==> config.mk <==
export PLATFORM = sky130hd
export DESIGN_NAME = seq_shifter
export DESIGN_NICKNAME = d
export VERILOG_FILES = /design/src/rtl/seq_shifter.sv
export SDC_FILE = /design/constraint.sdc
export NUM_CORES = 1
export LEC_CHECK = 0
export ABC_AREA = 1
export CORE_MARGIN = 2
export CORE_UTILIZATION = 30
export CTS_BUF_LIST = sky130_fd_sc_hd__clkbuf_2 sky130_fd_sc_hd__clkbuf_4 sky130_fd_sc_hd__clkbuf_8
export CTS_CLUSTER_SIZE = 30
export DETAILED_ROUTE_END_ITERATION = 10
export PLACE_DENSITY = 0.48
export SLEW_MARGIN = 40
export SYNTH_ARGS = -nofsm -noshare
export SYNTH_HDL_FRONTEND = slang
export SYNTH_SLANG_ARGS = --single-unit
==> constraint.sdc <==
create_clock -name clk -period 5.6 [get_ports clk]
set_input_delay 1.68 -clock clk [delete_from_list [all_inputs] [get_ports clk]]
set_output_delay 1.68 -clock clk [all_outputs]
set_load 0.01 [all_outputs]
==> src/rtl/seq_shifter.sv <==
// rtl/seq_shifter.sv - multi-cycle SRL/SLL/SRA/ROR shifter, at most STEP positions per clock
// Optional SEQ_SHIFTER_STATUS_EN adds carry-out (C) and zero (Z) status outputs.
module seq_shifter #(
   parameter int WIDTH = 16,
   parameter int STEP  = 1,
   parameter int MW    = $clog2(WIDTH)
) (
   input  logic             clk,
   input  logic             rst,
   input  logic             in_valid,
   output logic             in_ready,
   input  logic [WIDTH-1:0] A,
   input  logic [MW-1:0]    mag,
   input  logic [1:0]       op,
   output logic             out_valid,
   input  logic             out_ready,
   output logic [WIDTH-1:0] Q
`ifdef SEQ_SHIFTER_STATUS_EN
   ,
   output logic             C,
   output logic             Z
`endif
);

   typedef enum logic [1:0] {IDLE, SHIFT, DONE} state_t;

   localparam logic [1:0] OP_SRL = 2'b00;
   localparam logic [1:0] OP_SLL = 2'b01;
   localparam logic [1:0] OP_SRA = 2'b10;
   localparam logic [MW-1:0] STEP_V = MW'(STEP);

   state_t           r_state;
   logic [WIDTH-1:0] r_q;
   logic [1:0]       r_op;
   logic [MW-1:0]    r_rem;
   logic             r_in_ready;
   logic             r_out_valid;

   logic [MW-1:0]    w_n;
   logic [WIDTH-1:0] w_shifted;
   logic [MW-1:0]    w_out_idx;

   assign w_n = (r_rem < STEP_V) ? r_rem : STEP_V;

   // ROR needs w_n >= 1, which always holds while in SHIFT.
   always_comb begin
      w_shifted = r_q;
      case (r_op)
         OP_SRL:  w_shifted = r_q >> w_n;
         OP_SLL:  w_shifted = r_q << w_n;
         OP_SRA:  w_shifted = WIDTH'($signed(r_q) >>> w_n);
         default: w_shifted = (r_q >> w_n) | (r_q << (WIDTH - int'(w_n)));
      endcase
   end

   // Index of the last bit leaving Q this step; wraps harmlessly when w_n is 0.
   assign w_out_idx = (r_op == OP_SLL) ? MW'(WIDTH - int'(w_n)) : (w_n - 1'b1);

`ifdef SEQ_SHIFTER_STATUS_EN
   logic r_c;
   logic r_z;
   assign C = r_c;
   assign Z = r_z;
`endif

   always_ff @(posedge clk) begin
      if (rst) begin
         r_state     <= IDLE;
         r_q         <= '0;
         r_op        <= OP_SRL;
         r_rem       <= '0;
         r_in_ready  <= 1'b1;
         r_out_valid <= 1'b0;
`ifdef SEQ_SHIFTER_STATUS_EN
         r_c         <= 1'b0;
         r_z         <= 1'b0;
`endif
      end else begin
         case (r_state)
            IDLE: begin
               if (in_valid) begin
                  r_q        <= A;
                  r_op       <= op;
                  r_rem      <= mag;
                  r_in_ready <= 1'b0;
`ifdef SEQ_SHIFTER_STATUS_EN
                  r_c        <= 1'b0;
                  r_z        <= (A == '0);
`endif
                  if (mag == '0) begin
                     r_state     <= DONE;
                     r_out_valid <= 1'b1;
                  end else begin
                     r_state <= SHIFT;
                  end
               end
            end
            SHIFT: begin
               r_q   <= w_shifted;
               r_rem <= r_rem - w_n;
`ifdef SEQ_SHIFTER_STATUS_EN
               r_c   <= r_q[w_out_idx];
               r_z   <= (w_shifted == '0);
`endif
               if (r_rem <= STEP_V) begin
                  r_state     <= DONE;
                  r_out_valid <= 1'b1;
               end
            end
            DONE: begin
               if (out_ready) begin
                  r_state     <= IDLE;
                  r_out_valid <= 1'b0;
                  r_in_ready  <= 1'b1;
               end
            end
            default: begin
               r_state     <= IDLE;
               r_out_valid <= 1'b0;
               r_in_ready  <= 1'b1;
            end
         endcase
      end
   end

   assign in_ready  = r_in_ready;
   assign out_valid = r_out_valid;
   assign Q         = r_q;

endmodule

==> run summary, run 1 <==
status -> complete, no violations
die width -> 85.87 um
DRT iter0 DRCs -> 127
measured slew at the worst slew-check pin -> 0.5356 ns
CP Capture Point -> r_rem[2]$_SDFFE_PP0P_
1st-pass router iterations -> 4
post-DP HPWL -> 4.560 mm
final clock skew -> 0.004454 ns
vias in the first global route -> 2,116
PD cells -> 548.9 nW/um^2
post-route ant nets -> 0
hold-fix buffers at CTS -> 0
global route overflow -> 0
Die Footprint -> 7373 sq um
GRT Total Usage -> 18.40%
Hold Vio Cnt, Final -> 0
wire per inst -> 14.22 um
register area share after synthesis -> 25.89%
CP startpoint kind -> primary input
Synth top cells by count -> nand2_1, o21ai_0, inv_1
Multi-input gate area -> 1257 sq um
setup TNS -> 0 ns
crit-path max FO -> 24
CP delay by family, top -> buffers and inverters
R2R Setup Slk -> 2.70 ns
mean area per synthesized cell -> 5.931 sq um
DRC -> 0
Finished Cell Area -> 2519 sq um
Longest Clk Path Bufs -> 2
yosys warns -> 0
CP peak stage delay -> 0.45 ns
vias per cell -> 4.935
Synth area leaders -> dfxtp_1, nand2_1, o21ai_0
insertion delay to the later sink of the worst-skew pair -> 0.28 ns
register area -> 520.5 sq um
CTS buffer count -> 3
RR Startpoint -> r_rem[2]$_SDFFE_PP0P_
largest net degree at the start of global routing -> 34
final setup vio count -> 0
CP arrival -> 3.35 ns
Worst slew margin -> 64.26%
CP endpoint kind -> flop
num ports -> 44
critical path buffer and inverter count -> 4
ys flop type -> dfxtp_1
Die Height -> 85.87 um
Final Slew Violations -> 0
Cell variety after synth -> 36
post-synth top area share -> 25.89%
Mapped Cells -> 339
P_leak -> 1.095 nW
Seq cells post-synth -> 26
postcts setup bufs -> 0
num rows -> 29
Clock transition at path regs -> 0.10 ns
max cap viols -> 0
reg2reg path depth -> 13
Tcrit/Tclk final -> 55.88%
Post-Syn Area -> 2011 sq um
number of antenna diodes -> 0
slowest stage cell, crit path -> clkdlybuf4s50_1
Area after DPL -> 2447 sq um
fin crit period -> 3.129 ns
Critical Path, Cell by Cell -> clkdlybuf4s50_1 > inv_1 > nor2_1 > inv_2 > nand2_2 > inv_2 > nor2_1 > o21ai_0 > a21oi_1
CP required -> 5.82 ns
fmax -> 319.5 MHz
area leader, netlist -> dfxtp_1
Core Area -> 6422 sq um
initial antenna violation count -> 0
post-synth net total -> 367
CTS Sinks -> 26
CTS resizes -> 0
FFs w/ async S/R, synth -> 0%
Routed Wire Length -> 6.356 mm
vias post-DR -> 2,206
Setup crit start -> in_valid
Initial Utilization -> 31.31%
worst reg2reg path endpoint -> Q[7]$_SDFFE_PP0P_
Root Driver -> clkbuf_8
Crit Path Category -> primary input to flop
RSZ-0062 raised after global routing -> no
Critical Path Stages -> 9
Placer Congestion -> 0.8620
first-pass GRT wire length -> 10.74 mm
Post-synth EDFFs -> 0
Layout area overhead -> 25.26%
share of post-route cells with drive strength above 1 -> 8.108%
most frequent cell after synthesis -> nand2_1
port bufs -> 43
TritonCTS clock tree -> built
worst hold path class -> flop to flop
Final nets -> 399
# H-tree levels -> 1
maximum VDD drop -> 0.1898 mV
Filler Cell Count -> 744
==> report_power, final <==
part	internal (mW)	switching, mW
clock	0.0959	0.0721
sequential	0.246	0.0730
combinational	0.330	0.566
==> cell usage in the layout (no fill, tap or decap), types with 2 or more instances in the layout <==
cell and n:
o21ai_0 35, nor2_2 3, inv_1 33, or2_2 5
dfxtp_1 26, inv_2 3, ha_1 2, nand2_2 8
o21ai_1 8, o2111ai_1 2, nor2_4 2, nand2_1 96
nor2_1 21, nand3_1 26, o211ai_1 4, clkdlybuf4s50_1 43
nor3_1 2, clkbuf_8 3, a21oi_1 31
==> cells by family after synthesis <==
logic type               after synthesis  synth area share (%)
AO/OA/AOI/OAI                         86                 23.09
XOR/XNOR                               1                0.4357
adder cells (fa/ha/maj)                2                 1.244
buffers and inverters                 53                 11.70
flip-flops                            26                 25.89
other                                  1                0.1865
AND/OR/NAND/NOR                      170                 37.46
==> worst min-delay path, delay by kind of cell, from the launching register on <==
kind / cells / cell delay (ns)
flip-flops: 1 / 0.33
AND/OR/NAND/NOR: 1 / 0.06
AO/OA/AOI/OAI: 1 / 0.06
==> routing by layer <==
layer  GRT usage (%)  part of all wire [%]  vias to the layer above
met2           29.74                    46                       45
met1           25.93                    50                      994
met5               0                     0                        -
met4           3.896                  0.68                        0
li1                -                     -                     1165
met3           2.695                   3.4                        2
==> final cells by class <==
| class | count | area share [%] |
|---|---|---|
| multi-input combinational | 260 | 49.93 |
| clock inverter | 1 | 1.192 |
| clock buffer | 3 | 1.639 |
| timing repair buffer | 44 | 17.39 |
| tap | 77 | 3.825 |
| inverter | 36 | 5.365 |
| sequential | 26 | 20.67 |
==> worst min-delay path by stage <==
stage / slack (ns) / start / endpoint / cells past startpoint
2_1_floorplan: 0.48 / r_op[1]$_SDFFE_PP0P_ / r_op[1]$_SDFFE_PP0P_ / 2
4_1_cts: 0.49 / out_valid$_SDFFE_PP0P_ / out_valid$_SDFFE_PP0P_ / 2
3_3_place_gp: 0.47 / out_valid$_SDFFE_PP0P_ / out_valid$_SDFFE_PP0P_ / 2
3_5_place_dp: 0.46 / out_valid$_SDFFE_PP0P_ / out_valid$_SDFFE_PP0P_ / 2
6_report: 0.49 / out_valid$_SDFFE_PP0P_ / out_valid$_SDFFE_PP0P_ / 2
5_1_grt: 0.52 / out_valid$_SDFFE_PP0P_ / out_valid$_SDFFE_PP0P_ / 2
==> registers in the layout, indices dropped and copies added, names as in the netlist <==
name	cells
Q	16
r_rem	4
r_op	2
r_state	2
in_ready	1
out_valid	1
==> metrics by stage <==
| step | utilization, % | total power, mW | setup WS, ns | hold slack [ns] | cells |
|---|---|---|---|---|---|
| 2_1_floorplan | - | 0.9837 | 3.074 | 0.4777 | 339 |
| 3_3_place_gp | 38.07 | 1.224 | 2.199 | 0.4741 | 443 |
| 3_5_place_dp | 38.11 | 1.218 | 2.152 | 0.4639 | 443 |
| 4_1_cts | 39.22 | 1.391 | 2.445 | 0.4901 | 447 |
| 5_1_grt | 39.22 | 1.543 | 2.298 | 0.5210 | 447 |
| 6_report | 39.22 | 1.382 | 2.471 | 0.4865 | 447 |
No activity file was read; power rests on OpenSTA's default activity.
==> inputs of run 2 (changes only) <==
- clock period: 5.6 -> 3 ns (I/O delays scaled with it)
==> run summary, run 2 (synthesis gave the netlist of run 1 again) <==
postcts setup bufs -> 0 (unchanged)
CP peak stage delay -> 0.59 ns (+0.14 ns)
Final Slew Violations -> 0 (unchanged)
final setup vio count -> 0 (unchanged)
final clock skew -> 0.004084 ns (-0.0003702 ns)
slowest stage cell, crit path -> clkdlybuf4s50_1
global route overflow -> 0 (unchanged)
Final nets -> 404 (+1.3%)
reg2reg path depth -> 13 (unchanged)
Internal Power -> 1.286 mW (+92%)
Filler Cell Count -> 741 (-0.40%)
critical path buffer and inverter count -> 1 (-3)
num rows -> 29 (unchanged)
CTS resizes -> 0 (unchanged)
CP arrival -> 1.35 ns (-2.00 ns)
CP required -> 2.10 ns (-3.72 ns)
register area -> 520.5 sq um (unchanged)
max cap viols -> 0 (unchanged)
port bufs -> 43 (unchanged)
Placer Congestion -> 0.8648 (+0.32%)
most common cell after layout, fill and taps aside -> nand2_1
1st-pass router iterations -> 4 (unchanged)
Clock transition at path regs -> 0.10 ns (about the same)
Tcrit/Tclk final -> 75.12%
CTS Sinks -> 26 (unchanged)
Hold Vio Cnt, Final -> 0 (unchanged)
share of post-route cells with drive strength above 1 -> 9.067% (+0.96 points)
DRC -> 0 (unchanged)
status -> complete, no violations
CP delay by family, top -> buffers and inverters
die width -> 85.87 um (unchanged)
# H-tree levels -> 1 (unchanged)
fmax -> 443.8 MHz
worst hold path class -> flop to flop
maximum VDD drop -> 0.4418 mV (+130%)
Core Area -> 6422 sq um (unchanged)
Area after DPL -> 2482 sq um (+1.4%)
initial antenna violation count -> 0 (unchanged)
vias in the first global route -> 2,219 (+4.9%)
Root Driver -> clkbuf_8
Multi-input gate area -> 1255 sq um (-0.20%)
Routed Wire Length -> 6.480 mm (+2.0%)
Setup crit start -> Q[9]$_SDFFE_PP0P_
num ports -> 44 (unchanged)
post-DP HPWL -> 4.969 mm (+9.0%)
Die Height -> 85.87 um (unchanged)
RSZ-0062 raised after global routing -> no
max reg flops -> 16 (unchanged)
CP Capture Point -> Q[9]
fin crit period -> 2.253 ns
RR Startpoint -> r_rem[2]$_SDFFE_PP0P_
TritonCTS clock tree -> built
CP startpoint kind -> flop
Reg power frac -> 22.7% (-0.4 points)
crit-path max FO -> 5 (-79%)
setup TNS -> 0 ns (unchanged)
first-pass GRT wire length -> 10.89 mm (+1.3%)
Layout area overhead -> 27.01%
vias per cell -> 5.071 (+2.7%)
GRT Total Usage -> 18.44% (+0.040 points)
insertion delay to the later sink of the worst-skew pair -> 0.28 ns (about the same)
hold-fix buffers at CTS -> 0 (unchanged)
P_leak -> 1.120 nW (+2.3%)
Crit Path Category -> flop to output pin
CP endpoint kind -> output pin
Die Footprint -> 7373 sq um (unchanged)
CTS buffer count -> 3 (unchanged)
Switching Power -> 1.336 mW (+88%)
Comb pwr share -> 65.7% (+0.9 points)
wire per inst -> 14.34 um (+0.82%)
DRT iter0 DRCs -> 103 (-19%)
Initial Utilization -> 31.31% (unchanged)
vias post-DR -> 2,292 (+3.9%)
worst reg2reg path endpoint -> Q[15]$_SDFFE_PP0P_
Critical Path Stages -> 1 (-8)
Critical Path, Cell by Cell -> clkdlybuf4s50_1
sw frac -> 50.96% (-0.46 points)
Hold WS -> 0.4742 ns (-0.01225 ns)
Longest Clk Path Bufs -> 2 (unchanged)
largest net degree at the start of global routing -> 33 (-2.9%)
R2R Setup Slk -> 0.75 ns (-1.95 ns)
Clk pwr share -> 11.6% (-0.6 points)
Finished Cell Area -> 2554 sq um (+1.4%)
commonest non-fill, non-tap cells in the layout -> nand2_1, clkdlybuf4s50_1, o21ai_0
PD cells -> 1027 nW/um^2 (+87%)
post-route ant nets -> 0 (unchanged)
number of antenna diodes -> 0 (unchanged)
-- run 2: cell count changes in the layout (fill, tap and decap cells not counted) --
cell / previous run / this run
nor2_1: 21 / 22
nor2_2: 3 / 2
buf_4: 1 / 6
-- run 2: power groups by stage --
stage               logic [mW]  clock network [mW]  registers, mW
finish                    1.72               0.305          0.596
floorplan                 1.24                   0          0.596
CTS                       1.73               0.317          0.598
detailed placement        1.73                   0          0.605
global route              1.98               0.329          0.615
global placement          1.73                   0          0.610
-- run 2: through the flow --
stage	total power, mW	std cells	worst slack, ns	utilization, %
4_1_cts	2.648	452	0.7282	39.76
2_1_floorplan	1.836	339	1.058	-
5_1_grt	2.922	452	0.5320	39.76
6_report	2.622	452	0.7465	39.76
3_5_place_dp	2.330	448	0.5047	38.65
3_3_place_gp	2.345	448	0.5782	38.65
-- run 2: worst min-delay path by stage --
stage                           startpoint                      to  slack (ns)  cells past startpoint
floorplan             r_op[1]$_SDFFE_PP0P_    r_op[1]$_SDFFE_PP0P_        0.48                      2
finish              out_valid$_SDFFE_PP0P_  out_valid$_SDFFE_PP0P_        0.47                      2
CTS                 out_valid$_SDFFE_PP0P_  out_valid$_SDFFE_PP0P_        0.48                      2
global placement    out_valid$_SDFFE_PP0P_  out_valid$_SDFFE_PP0P_        0.47                      2
detailed placement  out_valid$_SDFFE_PP0P_  out_valid$_SDFFE_PP0P_        0.46                      2
global route        out_valid$_SDFFE_PP0P_  out_valid$_SDFFE_PP0P_        0.52                      2
-- run 2: worst register-to-register path, cell delays in order, from the launching register on --
cell and delay, ns:
dfxtp_1 0.38, nor2_4 0.27, nand2_4 0.07, inv_1 0.08, ha_1 0.38, inv_1 0.37
nand3_1 0.13, nand2_1 0.10, nand2_1 0.08, nand2_1 0.07, nand2_1 0.05, nand2_1 0.05
nand2_1 0.07, a21oi_2 0.11
-- run 2: final cells by class --
class | instances | area share, %
Multi-Input combinational cell | 260 | 49.14
Sequential cell | 26 | 20.38
Timing Repair Buffer | 49 | 18.62
Inverter | 36 | 5.292
Tap cell | 77 | 3.773
Clock buffer | 3 | 1.617
Clock inverter | 1 | 1.176
-- run 2: routing by layer --
layer | global-route usage (%) | wire [um] | up-vias
met5 | 0 | 0 | -
met4 | 3.319 | 51 | 0
met3 | 2.021 | 204 | 4
met2 | 31.29 | 3036 | 43
met1 | 25.41 | 3187 | 1064
li1 | - | - | 1181
==> inputs of run 3 (changes only) <==
- clock period: 3 -> 2.3 ns (I/O delays scaled with it)
==> run summary, run 3 (synthesis gave the netlist of run 1 again) <==
status -> complete, no violations
Die Height -> 85.87 um (unchanged)
maximum VDD drop -> 0.5306 mV (+20%)
Die Footprint -> 7373 sq um (unchanged)
port bufs -> 43 (unchanged)
Clock transition at path regs -> 0.11 ns (about the same)
crit-path max FO -> 5 (unchanged)
num rows -> 29 (unchanged)
post-DP HPWL -> 4.816 mm (-3.1%)
Tcrit/Tclk final -> 88.77%
vias in the first global route -> 2,192 (-1.2%)
postcts setup bufs -> 0 (unchanged)
CP arrival -> 1.35 ns (about the same)
max cap viols -> 0 (unchanged)
1st-pass router iterations -> 4 (unchanged)
largest net degree at the start of global routing -> 33 (unchanged)
fmax -> 489.8 MHz
CP endpoint kind -> output pin
PD cells -> 1346 nW/um^2 (+31%)
Routed Wire Length -> 6.459 mm (-0.32%)
initial antenna violation count -> 0 (unchanged)
max reg flops -> 16 (unchanged)
most common cell after layout, fill and taps aside -> nand2_1
P_leak -> 1.144 nW (+2.1%)
setup TNS -> 0 ns (unchanged)
Placer Congestion -> 0.8766 (+1.4%)
reg2reg path depth -> 13 (unchanged)
Hold Vio Cnt, Final -> 0 (unchanged)
die width -> 85.87 um (unchanged)
worst hold path class -> flop to flop
hold path depth -> 2 (unchanged)
number of antenna diodes -> 0 (unchanged)
Root Driver -> clkbuf_8
RR Startpoint -> r_rem[2]$_SDFFE_PP0P_
CP startpoint kind -> flop
Core Area -> 6422 sq um (unchanged)
num ports -> 44 (unchanged)
CP delay by family, top -> buffers and inverters
Final nets -> 409 (+1.2%)
Longest Clk Path Bufs -> 2 (unchanged)
final setup vio count -> 0 (unchanged)
Crit Path Category -> flop to output pin
DRC -> 0 (unchanged)
RSZ-0062 raised after global routing -> no
CTS Sinks -> 26 (unchanged)
hold path endpoint -> out_valid$_SDFFE_PP0P_
hold-fix buffers at CTS -> 0 (unchanged)
share of post-route cells with drive strength above 1 -> 10.26% (+1.2 points)
insertion delay to the later sink of the worst-skew pair -> 0.29 ns (about the same)
final clock skew -> 0.004968 ns (+0.0008846 ns)
Area after DPL -> 2520 sq um (+1.5%)
CTS buffer count -> 3 (unchanged)
critical path buffer and inverter count -> 1 (unchanged)
Initial Utilization -> 31.31% (unchanged)
vias per cell -> 5.004 (-1.3%)
global route overflow -> 0 (unchanged)
CP required -> 1.61 ns (-0.49 ns)
fin crit period -> 2.042 ns
TritonCTS clock tree -> built
Final Slew Violations -> 0 (unchanged)
CTS resizes -> 0 (unchanged)
vias post-DR -> 2,287 (-0.22%)
Finished Cell Area -> 2591 sq um (+1.5%)
R2R Setup Slk -> 0.38 ns (-0.37 ns)
GRT Total Usage -> 18.56% (+0.12 points)
slowest stage cell, crit path -> clkdlybuf4s50_1
first-pass GRT wire length -> 10.87 mm (-0.13%)
DRT iter0 DRCs -> 155 (+50%)
hold wc startpoint -> out_valid$_SDFFE_PP0P_
worst reg2reg path endpoint -> Q[15]$_SDFFE_PP0P_
wire per inst -> 14.13 um (-1.4%)
CP peak stage delay -> 0.59 ns (about the same)
post-route ant nets -> 0 (unchanged)
commonest non-fill, non-tap cells in the layout -> nand2_1, clkdlybuf4s50_1, o21ai_0
Layout area overhead -> 28.87%
Critical Path, Cell by Cell -> clkdlybuf4s50_1
# H-tree levels -> 1 (unchanged)
-- run 3: cell count changes in the layout (fill, tap and decap cells not counted) --
cell   before  now
buf_4       6   11
-- run 3: per-stage QoR --
stage | hold WS, ns | cells | worst slack (ns) | util, % | power, mW
2_1_floorplan | 0.4777 | 339 | 0.3579 | - | 2.395
3_3_place_gp | 0.4622 | 453 | 0.1864 | 39.24 | 3.082
3_5_place_dp | 0.4619 | 453 | 0.1950 | 39.24 | 3.082
4_1_cts | 0.4845 | 457 | 0.2708 | 40.35 | 3.505
5_1_grt | 0.5152 | 457 | 0.1242 | 40.35 | 3.868
6_report | 0.4793 | 457 | 0.2583 | 40.35 | 3.489
-- run 3: worst reg2reg max path: stages, from the launching register on --
cell	delay [ns]
dfxtp_1	0.38
nor2_4	0.15
nand2_4	0.06
inv_1	0.08
ha_1	0.24
inv_1	0.30
nand3_1	0.13
nand2_1	0.11
nand2_1	0.07
nand2_1	0.07
nand2_1	0.05
nand2_1	0.05
nand2_1	0.07
a21oi_2	0.10
-- run 3: final cells by class --
class / count / area, sq um
fill: 734 / 3831
multi-input combinational: 260 / 1255
sequential: 26 / 520.5
timing repair buffer: 54 / 513.0
inverter: 36 / 135.1
tap: 77 / 96.34
clock buffer: 3 / 41.29
clock inverter: 1 / 30.03
-- run 3: worst max path at each step --
stage          depth (start not counted)  slack (ns)             startpoint                     end
4_1_cts                                1        0.27      Q[9]$_SDFFE_PP0P_                    Q[9]
2_1_floorplan                         13        0.36  r_rem[2]$_SDFFE_PP0P_       Q[4]$_SDFFE_PP0P_
6_report                               1        0.26      Q[9]$_SDFFE_PP0P_                    Q[9]
5_1_grt                               13        0.12  r_rem[2]$_SDFFE_PP0P_      Q[15]$_SDFFE_PP0P_
3_5_place_dp                           9        0.20               in_valid   r_rem[3]$_SDFFE_PP0P_
3_3_place_gp                           9        0.19              out_ready  out_valid$_SDFFE_PP0P_
-- run 3: metal layers --
metal	track usage (%)	wire (um)	up-vias
met2	31.85	2981	61
met1	25.00	3149	1041
li1	-	-	1183
met4	3.175	34	0
met3	2.599	294	2
met5	0	0	-
-- run 3: power breakdown --
group	total, mW	internal (mW)	leakage (nW)	switching, mW
Clock	0.416	0.234	0.0357	0.182
Sequential	0.770	0.599	0.215	0.172
Combinational	2.30	0.887	0.893	1.42
